--- src/rtl/wb_master_ctrl.sv ---
// Wishbone classic single-transfer master with retry/backoff and registered outputs.
// Optional bus watchdog enabled by defining WB_MASTER_TIMEOUT_EN.
module wb_master_ctrl #(
  parameter int aw             = 32,
  parameter int dw             = 32,
  parameter int MAX_RETRY      = 3,
  parameter int TIMEOUT_CYCLES = 1024
) (
  input  logic          wb_clk,
  input  logic          wb_rst_n,
  input  logic          req_valid,
  output logic          req_ready,
  input  logic          req_we,
  input  logic [aw-1:0] req_adr,
  input  logic [dw-1:0] req_dat,
  input  logic [3:0]    req_sel,
  output logic          rsp_valid,
  input  logic          rsp_ready,
  output logic [dw-1:0] rsp_dat,
  output logic [1:0]    rsp_status,
  output logic          busy,
  output logic          wb_cyc_o,
  output logic          wb_stb_o,
  output logic          wb_we_o,
  output logic [aw-1:0] wb_adr_o,
  output logic [dw-1:0] wb_dat_o,
  output logic [3:0]    wb_sel_o,
  input  logic [dw-1:0] wb_dat_i,
  input  logic          wb_ack_i,
  input  logic          wb_err_i,
  input  logic          wb_rty_i
);

  typedef enum logic [1:0] {IDLE, BUS, BACKOFF, RESP} state_t;

  localparam logic [1:0] ST_OK  = 2'b00;
  localparam logic [1:0] ST_ERR = 2'b01;
  localparam logic [1:0] ST_RTY = 2'b10;
  localparam logic [3:0] RETRY_LIMIT = 4'(MAX_RETRY);

  state_t          state, state_d;
  logic [3:0]      retry_cnt, retry_d;
  logic            req_ready_d, rsp_valid_d, busy_d, cyc_d, we_d;
  logic [dw-1:0]   rsp_dat_d, wdat_d;
  logic [1:0]      status_d;
  logic [aw-1:0]   adr_d;
  logic [3:0]      sel_d;

`ifdef WB_MASTER_TIMEOUT_EN
  localparam logic [1:0]  ST_TMO   = 2'b11;
  localparam logic [15:0] TMO_LAST = 16'(TIMEOUT_CYCLES - 1);
  logic [15:0] tmo_cnt, tmo_d;
`else
  logic unused_timeout_cycles;
  assign unused_timeout_cycles = ^TIMEOUT_CYCLES;
`endif

  always_ff @(posedge wb_clk or negedge wb_rst_n) begin
    if (!wb_rst_n) begin
      state      <= IDLE;
      retry_cnt  <= '0;
      req_ready  <= 1'b0;
      rsp_valid  <= 1'b0;
      rsp_dat    <= '0;
      rsp_status <= ST_OK;
      busy       <= 1'b0;
      wb_cyc_o   <= 1'b0;
      wb_stb_o   <= 1'b0;
      wb_we_o    <= 1'b0;
      wb_adr_o   <= '0;
      wb_dat_o   <= '0;
      wb_sel_o   <= '0;
`ifdef WB_MASTER_TIMEOUT_EN
      tmo_cnt    <= '0;
`endif
    end else begin
      state      <= state_d;
      retry_cnt  <= retry_d;
      req_ready  <= req_ready_d;
      rsp_valid  <= rsp_valid_d;
      rsp_dat    <= rsp_dat_d;
      rsp_status <= status_d;
      busy       <= busy_d;
      wb_cyc_o   <= cyc_d;
      wb_stb_o   <= cyc_d;
      wb_we_o    <= we_d;
      wb_adr_o   <= adr_d;
      wb_dat_o   <= wdat_d;
      wb_sel_o   <= sel_d;
`ifdef WB_MASTER_TIMEOUT_EN
      tmo_cnt    <= tmo_d;
`endif
    end
  end

  // Next-state logic computes the value every output register takes at the next edge.
  always_comb begin
    state_d     = state;
    retry_d     = retry_cnt;
    rsp_valid_d = rsp_valid;
    rsp_dat_d   = rsp_dat;
    status_d    = rsp_status;
    cyc_d       = wb_cyc_o;
    we_d        = wb_we_o;
    adr_d       = wb_adr_o;
    wdat_d      = wb_dat_o;
    sel_d       = wb_sel_o;
`ifdef WB_MASTER_TIMEOUT_EN
    tmo_d       = tmo_cnt;
`endif
    case (state)
      IDLE: begin
        if (req_valid && req_ready) begin
          state_d = BUS;
          cyc_d   = 1'b1;
          we_d    = req_we;
          adr_d   = req_adr;
          wdat_d  = req_dat;
          sel_d   = req_sel;
          retry_d = '0;
`ifdef WB_MASTER_TIMEOUT_EN
          tmo_d   = '0;
`endif
        end
      end
      BUS: begin
        if (wb_ack_i) begin
          state_d     = RESP;
          cyc_d       = 1'b0;
          rsp_valid_d = 1'b1;
          rsp_dat_d   = wb_we_o ? '0 : wb_dat_i;
          status_d    = ST_OK;
        end else if (wb_err_i) begin
          state_d     = RESP;
          cyc_d       = 1'b0;
          rsp_valid_d = 1'b1;
          rsp_dat_d   = '0;
          status_d    = ST_ERR;
        end else if (wb_rty_i) begin
          cyc_d = 1'b0;
          if (retry_cnt < RETRY_LIMIT) begin
            state_d = BACKOFF;
            if (retry_cnt != 4'hF) retry_d = retry_cnt + 4'd1;
          end else begin
            state_d     = RESP;
            rsp_valid_d = 1'b1;
            rsp_dat_d   = '0;
            status_d    = ST_RTY;
          end
        end
`ifdef WB_MASTER_TIMEOUT_EN
        else if (tmo_cnt == TMO_LAST) begin
          state_d     = RESP;
          cyc_d       = 1'b0;
          rsp_valid_d = 1'b1;
          rsp_dat_d   = '0;
          status_d    = ST_TMO;
        end else begin
          tmo_d = tmo_cnt + 16'd1;
        end
`endif
      end
      BACKOFF: begin
        state_d = BUS;
        cyc_d   = 1'b1;
`ifdef WB_MASTER_TIMEOUT_EN
        tmo_d   = '0;
`endif
      end
      RESP: begin
        if (rsp_ready) begin
          state_d     = IDLE;
          rsp_valid_d = 1'b0;
        end
      end
      default: begin
        state_d = IDLE;
        cyc_d   = 1'b0;
      end
    endcase
    req_ready_d = (state_d == IDLE);
    busy_d      = (state_d != IDLE);
  end

endmodule

--- config.mk ---
export PLATFORM = sky130hd
export DESIGN_NAME = wb_master_ctrl
export DESIGN_NICKNAME = d
export VERILOG_FILES = /design/src/rtl/wb_master_ctrl.sv
export SDC_FILE = /design/constraint.sdc
export NUM_CORES = 1
export LEC_CHECK = 0
export BUFFER_PORTS_ARGS = -buffer_cell sky130_fd_sc_hd__buf_2
export CELL_PAD_IN_SITES_DETAIL_PLACEMENT = 1
export CELL_PAD_IN_SITES_GLOBAL_PLACEMENT = 1
export CORE_MARGIN = 5
export CORE_UTILIZATION = 36
export CTS_BUF_LIST = sky130_fd_sc_hd__clkbuf_16
export CTS_CLUSTER_SIZE = 14
export DETAILED_ROUTE_END_ITERATION = 8
export GPL_ROUTABILITY_DRIVEN = 0
export HOLD_SLACK_MARGIN = 0.1
export PLACE_DENSITY = 0.82
export SLEW_MARGIN = 30
export SYNTH_ARGS = -nofsm -noshare
export SYNTH_HDL_FRONTEND = slang
export SYNTH_SLANG_ARGS = --single-unit
--- constraint.sdc ---
create_clock -name wb_clk -period 2.44 [get_ports wb_clk]
set_clock_uncertainty 0.15 [all_clocks]
set_input_delay 0.61 -clock wb_clk [delete_from_list [all_inputs] [get_ports wb_clk]]
set_output_delay 0.61 -clock wb_clk [all_outputs]
set_load 0.1 [all_outputs]
==> flow_metrics.py, run 1 <==
metrics = {
    "outcome": {
        "status": "finished, final reports clean",
    },
    "final_layout": {
        "post-route-cell-area_um2": 6400,
        "layout-drive-gt1-share_pct": 53.8,
        "areaGrowthSynthToFinish_pct": 39.3,
        "seq_area_um2": 2830,
        "utilization_pct": 50.9,
        "fillCellCount": 1359,
        "multiInputGateArea_um2": 1500,
        "num-nets-final": 671,
        "insertedDiodeCount": 0,
    },
    "floorplanning": {
        "die_h_um": 123,
        "io-pin-count": 216,
        "fp.dieW_um": 123,
        "dieArea_um2": 15100,
        "fp.coreArea_um2": 12600,
        "initial_core_util_pct": 36.6,
        "rows": 41,
    },
    "route": {
        "post_drt_wl_per_cell_um": 18.1,
        "first_pass_iters": 4,
        "via_count": 3488,
        "drc_errors": 0,
        "via_per_inst": 4.68,
        "wirelength_um": 13500,
        "ant_nets": 0,
        "dr.first_iter.drc_count": 78,
    },
    "critical_path": {
        "worstReg2RegStart": "state[0]",
        "worstSetupStartpoint": "wb_we_o",
        "critical_path.cell_chain": "buf_2",
        "critPathLaunchType": "flip-flop",
        "cp_slowest_stage_delay_ps": 470,
        "cpMaxStageDelayCell": "buf_2",
        "critical-path-top-delay-family": "buffers and inverters",
        "crit_arrival_ps": 1310,
        "crit_required_ps": 1680,
        "crit_type": "flip-flop to output pin",
        "crit_fanout": 3,
        "endpoint_kind": "output pin",
        "crit_buf_inv": 1,
    },
    "sta": {
        "post-route-period-util_pct": 84.7,
        "worst_slack_ps": 374,
        "setup_tns_ps": 0,
        "max_slew_margin_pct": 64.0,
        "setup_violations": 0,
        "rsz0062_at_grt": "no",
        "slew_viol_final": 0,
        "min_period_ps": 2070,
        "hold_viol": 0,
        "tightest_slew_ps": 526,
        "fmax_mhz": 484,
    },
    "synth": {
        "synth_area_um2": 4590,
        "ys_seq_area_share_pct": 61.5,
        "synth_fp_nets": 448,
        "synthCells": 339,
        "synth_top_area_share_pct": 61.5,
        "ys_types": 34,
        "ys_seq_elements": 113,
        "yosys_warnings": 0,
        "syn_avg_cell_area_um2": 13.6,
        "yosys.area.top_type": "dfrtp_1",
        "synthTopCellsByArea": "dfrtp_1, mux2_2, mux2i_1, inv_1, nand2_1",
    },
    "global_routing": {
        "track_usage_pct": 18.4,
        "grt_pass1_vias": 4046,
        "antenna_found_initial": 0,
        "grt.overflow.total": 0,
        "grt_max_degree": 45,
        "grt_pass1_wl_um": 20800,
    },
    "min_path": {
        "hold_path_class": "input port to flip-flop",
        "min_from": "req_dat[22]",
    },
    "placement": {
        "io_buffers": 215,
        "hpwl_um": 9970,
        "place_area_um2": 5860,
        "dp_slack_ps": 195,
    },
    "clock_tree": {
        "postCtsResizedCells": 0,
        "root_buffer": "clkbuf_16",
        "clkLatencyLatePin_ps": 410,
        "clkTransAtPathRegs_ps": 50,
        "numCtsBuffers": 17,
        "cts.sinks": 113,
        "cts_tree": "yes",
        "clock_path_buffers": 2,
        "cts_max_level": 4,
        "post-cts-setup-buffers": 0,
    },
    "run": {
        "cap_violations": 0,
    },
}
## cells in the final DEF (no fill, tap or decap), drive strengths merged, types with 2 or more instances in the layout
cell type  Yosys  routed
mux2          69      69
nor2b          5       5
mux2i         32      32
o21ai          3       3
o211a          4       4
a211o          2       2
clkinv         0       6
buf           13     222
inv           35      39
clkbuf         6      17
dfrtp        113     113
nor2           2       2
nand2         35      35
bufinv         0       2
nor3           3       3
## registers in the layout, summed over array words and instances (netlist names)
register and flops:
busy 1, req_ready 1, retry_cnt 4, rsp_dat 32
rsp_status 2, rsp_valid 1, state 2, wb_adr_o 32
wb_dat_o 32, wb_sel_o 4, wb_stb_o 1, wb_we_o 1
## path summary, 6_finish.rpt
| check | depth (start not counted) | slack (ps) | endpoint |
|---|---|---|---|
| max in group asynchronous | 3 | 1000 | wb_sel_o[1] |
| max reg2reg | 4 | 390 | rsp_dat[26] |
| min reg2reg | 1 | 340 | wb_dat_o[18] |
| min | 2 | 260 | wb_dat_o[22] |
| max | 1 | 370 | wb_we_o |
| min in group asynchronous | 2 | 540 | rsp_dat[10] |
## kinds of logic after synthesis
| logic type | count (synthesis) | share of synthesized area, % |
|---|---|---|
| AOI/OAI and AO/OA | 18 | 3.08 |
| adders and majority gates | 1 | 0.272 |
| buffers and inverters | 54 | 5.94 |
| DFF | 113 | 61.5 |
| muxes | 101 | 23.9 |
| and+or+nand+nor | 52 | 5.28 |
## layer usage
layer	up-vias	part of all wire [%]	global-route usage, %
li1	1588	-	-
met1	1696	37	19.4
met2	179	48	30.1
met3	25	13	10.2
met4	0	2.3	8.65
met5	-	0	0
## cells in the mapped netlist, drive strengths merged
cell type / instances
nor3: 3
and4bb: 1
o21ai: 3
inv: 35
dfrtp: 113
a2bb2oi: 1
mux2: 69
a22oi: 1
a31oi: 1
nor2b: 5
and4: 1
a21oi: 1
a31o: 1
ha: 1
or4: 1
nand3b: 1
a2111oi: 1
o211a: 4
nand4b: 1
nand2: 35
a211o: 2
o2bb2ai: 1
nor2: 2
or2: 1
or3: 1
a211oi: 1
buf: 13
mux2i: 32
o21a: 1
clkbuf: 6
## through the flow
step / hold slack [ps] / cells
after floorplan: 164 / 339
after global routing: 243 / 745
after detailed placement: 328 / 714
after CTS: 244 / 745
after global placement: 315 / 714
final: 260 / 745
## area by class of cell
type | count | area share (%)
sequential | 113 | 44.2
multi-input combinational | 172 | 23.5
timing repair buffer | 223 | 18.6
clock buffer | 17 | 6.65
tap | 172 | 3.36
inverter | 35 | 2.05
clock inverter | 13 | 1.68
## timing repair
item                                    CTS  global route
hold endpoints to repair                 29             0
endpoints found under the setup margin    0             0
hold buffers                              1             0
Power of run 1 is not shown: default switching activity piles up to over one toggle a cycle in this logic, so the estimate is an artifact.
==> run 2: changes to the inputs <==
--- a/config.mk
+++ b/config.mk
@@ -9,13 +9,13 @@
 export CELL_PAD_IN_SITES_DETAIL_PLACEMENT = 1
 export CELL_PAD_IN_SITES_GLOBAL_PLACEMENT = 1
 export CORE_MARGIN = 5
-export CORE_UTILIZATION = 36
+export CORE_UTILIZATION = 32
 export CTS_BUF_LIST = sky130_fd_sc_hd__clkbuf_16
 export CTS_CLUSTER_SIZE = 14
 export DETAILED_ROUTE_END_ITERATION = 8
 export GPL_ROUTABILITY_DRIVEN = 0
 export HOLD_SLACK_MARGIN = 0.1
-export PLACE_DENSITY = 0.82
+export PLACE_DENSITY = 0.77
 export SLEW_MARGIN = 30
 export SYNTH_ARGS = -nofsm -noshare
 export SYNTH_HDL_FRONTEND = slang
==> constraint.sdc (replaced) <==
create_clock -name wb_clk -period 1.7 [get_ports wb_clk]
set_clock_uncertainty 0.15 [all_clocks]
set_input_delay 0.425 -clock wb_clk [delete_from_list [all_inputs] [get_ports wb_clk]]
set_output_delay 0.425 -clock wb_clk [all_outputs]
set_load 0.1 [all_outputs]
==> run 2 against run 1 <==
Effect of this change: the run now ends with negative setup slack left; highest routed layer unchanged; critical path depth increased by 3; critical path type is now flip-flop to flip-flop; via count rose by 15%; wire length up 31%; final cell count up 15%; hold slack got worse by 140 ps.
==> flow_metrics.py, run 2 (synthesized netlist as in run 1, its figures left out) <==
metrics = {
    "outcome": {
        "status": "finished, violations left",
        "violations": "negative setup slack",
    },
    "global_routing": {
        "antenna_found_initial": 2,
        "grt_pass1_wl_um": 25700,
        "track_usage_pct": 20.1,
        "grt_pass1_vias": 4705,
        "grt.overflow.total": 0,
        "grt_max_degree": 57,
    },
    "placement": {
        "io_buffers": 215,
        "place_area_um2": 6360,
        "hpwl_um": 10500,
    },
    "final_layout": {
        "num-nets-final": 771,
        "layout_commonest_cell": "dfrtp_1",
        "layout-drive-gt1-share_pct": 54.2,
        "areaGrowthSynthToFinish_pct": 78.5,
        "seq_area_um2": 2830,
        "top_regs": "rsp_dat (32), wb_adr_o (32), wb_dat_o (32)",
        "fillCellCount": 1411,
        "post-route-cell-area_um2": 8200,
        "final_cell_mix": "dfrtp_1, buf_2, buf_4",
        "multiInputGateArea_um2": 1800,
    },
    "critical_path": {
        "endpoint_kind": "flip-flop",
        "cpMaxStageDelayCell": "or4_4",
        "crit_required_ps": 1830,
        "cp_slowest_stage_delay_ps": 520,
        "crit_fanout": 16,
        "critical_path.cell_chain": "or4_4 > o211a_4 > buf_12 > mux2i_1",
        "crit_type": "flip-flop to flip-flop",
        "critPathLaunchType": "flip-flop",
        "crit_arrival_ps": 1920,
    },
    "clock_tree": {
        "cts_max_level": 4,
        "clkLatencyLatePin_ps": 400,
        "clock_path_buffers": 2,
        "root_buffer": "clkbuf_16",
        "cts.sinks": 113,
        "numCtsBuffers": 17,
        "clkTransAtPathRegs_ps": 50,
        "cts_tree": "yes",
    },
    "sta": {
        "rsz0062_at_grt": "yes",
        "slew_viol_final": 0,
        "fmax_mhz": 556,
        "tightest_slew_ps": 499,
        "post-route-period-util_pct": 106,
        "hold_viol": 0,
        "worst_slack_ps": -97.2,
        "min_period_ps": 1800,
        "setup_violations": 75,
        "fin_hold_ws_ps": 122,
        "max_slew_margin_pct": 65.9,
    },
    "route": {
        "post_drt_wl_per_cell_um": 20.6,
        "drc_errors": 0,
        "wirelength_um": 17600,
        "ant_nets": 0,
        "via_per_inst": 4.68,
        "first_pass_iters": 4,
        "dr.first_iter.drc_count": 151,
        "via_count": 3999,
    },
    "floorplanning": {
        "fp.coreArea_um2": 14000,
        "io-pin-count": 216,
        "die_h_um": 130,
        "fp.dieW_um": 130,
        "initial_core_util_pct": 32.8,
        "dieArea_um2": 16900,
        "rows": 43,
    },
    "min_path": {
        "hold_path_class": "input port to flip-flop",
    },
    "run": {
        "cap_violations": 0,
    },
}
[run 2: cell count changes in the layout (fill, tap and decap cells not counted), sizes merged]
| cell | change |
|---|---|
| buf | +31 |
| clkinvlp | -1 |
| dlygate4sd3 | +66 |
| inv | -2 |
| clkbuf | +3 |
| clkinv | +2 |
| diode | +2 |
[run 2: repair_timing]
action	CTS	global route
gates resized for setup	112	50
setup buffers	1	5
cloned	1	3
setup endpoints to repair	142	74
endpoints found under the hold margin	175	4
pin swaps	2	5
hold buffers	63	4
[run 2: through the flow]
| stage | setup TNS, ps | instances | setup slack (ps) | util, % |
|---|---|---|---|---|
| 2_1_floorplan | -19470 | 339 | -234 | - |
| 3_3_place_gp | -11810 | 746 | -276 | 45.5 |
| 3_5_place_dp | -14550 | 746 | -306 | 45.5 |
| 4_1_cts | -3490 | 840 | -124 | 56.1 |
| 5_1_grt | -7720 | 854 | -152 | 58.6 |
| 6_report | -3860 | 854 | -97.2 | 58.6 |
[run 2: layout make-up]
cell class              instances  share of cell area [%]
clock buffers                  17                    5.19
repair buffers                323                    32.6
multi-input cells             172                    22.0
inverters                      35                    1.60
diodes                          2                  0.0610
clock inverters                12                    1.27
well taps                     180                    2.75
flip-flops and latches        113                    34.6
[run 2: metal layers]
layer	GRT usage, %	share of wire, %	vias up
li1	-	-	1778
met1	22.4	37	2000
met2	36.1	53	183
met3	6.14	6.8	38
met4	7.82	2.8	0
met5	0	0	-
[run 2: path summary, 6_finish.rpt]
| check | slack [ps] | start | cells past startpoint | end |
|---|---|---|---|---|
| setup / recovery | -100 | retry_cnt[3] | 4 | rsp_dat[0] |
| max in group asynchronous | 520 | wb_rst_n | 3 | wb_adr_o[7] |
| min in group asynchronous | 290 | wb_rst_n | 2 | rsp_dat[10] |
| hold reg to reg | 360 | rsp_status[1] | 1 | rsp_status[1] |
| hold / removal | 120 | req_dat[10] | 2 | wb_dat_o[10] |
| setup reg to reg | -100 | retry_cnt[3] | 4 | rsp_dat[0] |
[run 2: critical path, delay by kind of cell, from the launching register on]
family / cells / cell delay, ps
compound gates: 1 / 290
flops: 1 / 410
mux: 1 / 130
simple gates: 1 / 520
buf+inv: 1 / 170
Power of run 2 is left out for the same reason.
==> run 3: changes to the inputs <==
--- a/config.mk
+++ b/config.mk
@@ -5,11 +5,12 @@
 export SDC_FILE = /design/constraint.sdc
 export NUM_CORES = 1
 export LEC_CHECK = 0
+export ABC_AREA = 1
 export BUFFER_PORTS_ARGS = -buffer_cell sky130_fd_sc_hd__buf_2
 export CELL_PAD_IN_SITES_DETAIL_PLACEMENT = 1
 export CELL_PAD_IN_SITES_GLOBAL_PLACEMENT = 1
 export CORE_MARGIN = 5
-export CORE_UTILIZATION = 32
+export CORE_UTILIZATION = 30
 export CTS_BUF_LIST = sky130_fd_sc_hd__clkbuf_16
 export CTS_CLUSTER_SIZE = 14
 export DETAILED_ROUTE_END_ITERATION = 8
==> run 3 against run 2 <==
Effect of this change: the flow now finishes without violations; global-route usage down 2.2 points; via count up 14%; sequential share of layout area up 3.9 points; register-to-register slack better by 200 ps; final cell count up 13%; highest routed layer unchanged.
==> flow_metrics.py, run 3 <==
metrics = {
    "outcome": {
        "status": "finished, final reports clean",
    },
    "min_path": {
        "hold_path_class": "input port to flip-flop",
        "hold_depth": 3,
        "min_from": "wb_dat_i[18]",
    },
    "final_layout": {
        "final_cell_mix": "nand2_1, dfrtp_1, buf_2",
        "num-nets-final": 876,
        "top_regs": "rsp_dat (32), wb_adr_o (32), wb_dat_o (32)",
        "layout-drive-gt1-share_pct": 35.7,
        "fin_cells": 967,
        "areaGrowthSynthToFinish_pct": 60.9,
        "fillCellCount": 1744,
        "post-route-cell-area_um2": 7360,
        "layout_commonest_cell": "nand2_1",
        "insertedDiodeCount": 0,
    },
    "floorplanning": {
        "dieArea_um2": 17800,
        "rows": 45,
        "io-pin-count": 216,
        "fp.coreArea_um2": 15100,
        "fp.dieW_um": 134,
        "initial_core_util_pct": 30.3,
        "die_h_um": 134,
    },
    "synth": {
        "synth_top_family_by_area": "simple AND/OR/NAND/NOR gates",
        "synthTopCellsByArea": "dfrtp_1, nand2_1, nand3_1, o21ai_0, o21ai_1",
        "muxShareOfSynthArea_pct": 0,
        "ys_seq_elements": 113,
        "synth_edf_count": 0,
        "synth_top_area_share_pct": 61.8,
        "synth_xor_area_share_pct": 0,
        "ys_types": 22,
        "ys_seq_area_share_pct": 61.8,
        "synth_fp_nets": 622,
        "ys.flop_type": "dfrtp_1",
        "synth_common_cells": "nand2_1, dfrtp_1, nand3_1",
        "synth_adder_area_share_pct": 0.273,
        "synth_compound_area_share_pct": 5.28,
        "yosys.area_share.simple_pct": 28.2,
        "syn_avg_cell_area_um2": 8.92,
        "synth_area_um2": 4580,
        "yosysMostFrequentCell": "nand2_1",
        "yosys.area.top_type": "dfrtp_1",
        "synthCells": 513,
        "synthArstFlopShare_pct": 100,
        "yosys_warnings": 0,
    },
    "clock_tree": {
        "clkLatencyLatePin_ps": 410,
        "clkTransAtPathRegs_ps": 60,
        "root_buffer": "clkbuf_16",
        "clock_path_buffers": 2,
        "numCtsBuffers": 17,
        "cts.sinks": 113,
        "cts_max_level": 4,
        "cts_tree": "yes",
    },
    "critical_path": {
        "crit_type": "flip-flop to output pin",
        "crit_required_ps": 1120,
        "worstReg2RegStart": "retry_cnt[0]",
        "cp_slowest_stage_delay_ps": 360,
        "endpoint_kind": "output pin",
        "critical-path-top-delay-family": "flip-flops",
        "critical_path.cell_chain": "buf_4",
        "r2r_cells": 6,
        "crit_buf_inv": 1,
        "crit_arrival_ps": 1080,
        "r2r_slack_ps": 100,
        "critPathLaunchType": "flip-flop",
        "worstSetupStartpoint": "rsp_dat[31]",
        "cp.depth": 1,
        "cpMaxStageDelayCell": "dfrtp_1",
        "crit_fanout": 2,
    },
    "sta": {
        "min_period_ps": 1650,
        "fmax_mhz": 605,
        "post-route-period-util_pct": 97.3,
        "rsz0062_at_grt": "no",
        "max_slew_margin_pct": 74.0,
        "tightest_slew_ps": 390,
        "setup_violations": 0,
        "slew_viol_final": 0,
        "hold_viol": 0,
    },
    "route": {
        "dr.first_iter.drc_count": 117,
        "post_drt_wl_per_cell_um": 16.0,
        "drc_errors": 0,
        "first_pass_iters": 4,
        "ant_nets": 0,
        "wirelength_um": 15500,
        "via_per_inst": 4.70,
        "via_count": 4548,
    },
    "global_routing": {
        "grt_pass1_wl_um": 25600,
        "grt_max_degree": 62,
        "grt.overflow.total": 0,
        "track_usage_pct": 17.9,
        "antenna_found_initial": 0,
        "grt_pass1_vias": 5146,
    },
    "placement": {
        "io_buffers": 215,
        "hpwl_um": 10800,
        "dp.cells": 898,
        "place_area_um2": 6140,
    },
    "run": {
        "cap_violations": 0,
    },
}
[run 3: changes by cell type after synthesis, moves of 22 or more]
cell / previous run / this run
nand2_1: 35 / 223
nand3_1: 0 / 75
mux2_2: 59 / 0
mux2i_1: 32 / 0
inv_1: 35 / 13
[run 3: path summary, 6_finish.rpt]
kind,to
worst max register to register,rsp_dat[27]
min in group asynchronous,rsp_dat[10]
max in group asynchronous,req_ready
worst min-delay path,rsp_dat[18]
worst max-delay path,rsp_dat[31]
worst min register to register,wb_dat_o[4]
[run 3: per-stage QoR]
step                TNS, ps  hold slack [ps]  utilization, %  worst slack, ps
floorplan                 0            -20.6               -             58.4
global placement          0             98.3            40.7             64.3
detailed placement    -64.4             98.2            40.7            -33.4
CTS                    -202              100            48.1             -101
global route              0              102            48.8            0.274
finish                    0              114            48.8             45.9
[run 3: timing repair]
action / 4_1_cts / 5_1_grt
hold endpoints to repair: 147 / 1
gates resized for setup: 92 / 21
buffers inserted: 0 / 1
pin swaps: 0 / 1
hold buffers: 35 / 1
gates cloned: 0 / 1
endpoints found under the setup margin: 94 / 45
[run 3: cell families (layout without fill, tap and decap cells)]
group / Yosys count / in the layout
buffers and inverters: 46 / 312
AOI/OAI and AO/OA: 41 / 41
DFF: 113 / 113
and+or+nand+nor: 312 / 312
adders and majority gates: 1 / 1
[run 3: layout make-up]
class,count,area [µm²],share of cell area [%]
multi-input cells,354,1560,21.1
clock buffers,17,425,5.78
clock inverters,14,105,1.43
inverters,14,52.6,0.714
flip-flops and latches,113,2830,38.5
repair buffers,267,2150,29.2
well taps,188,235,3.20
[run 3: routing by layer]
layer	global-route usage, %	routed length (µm)
met4	6.06	210
met1	20.2	6200
met3	7.36	1270
met2	30.7	7800
met5	0	0
Power of run 3 is left out for the same reason.
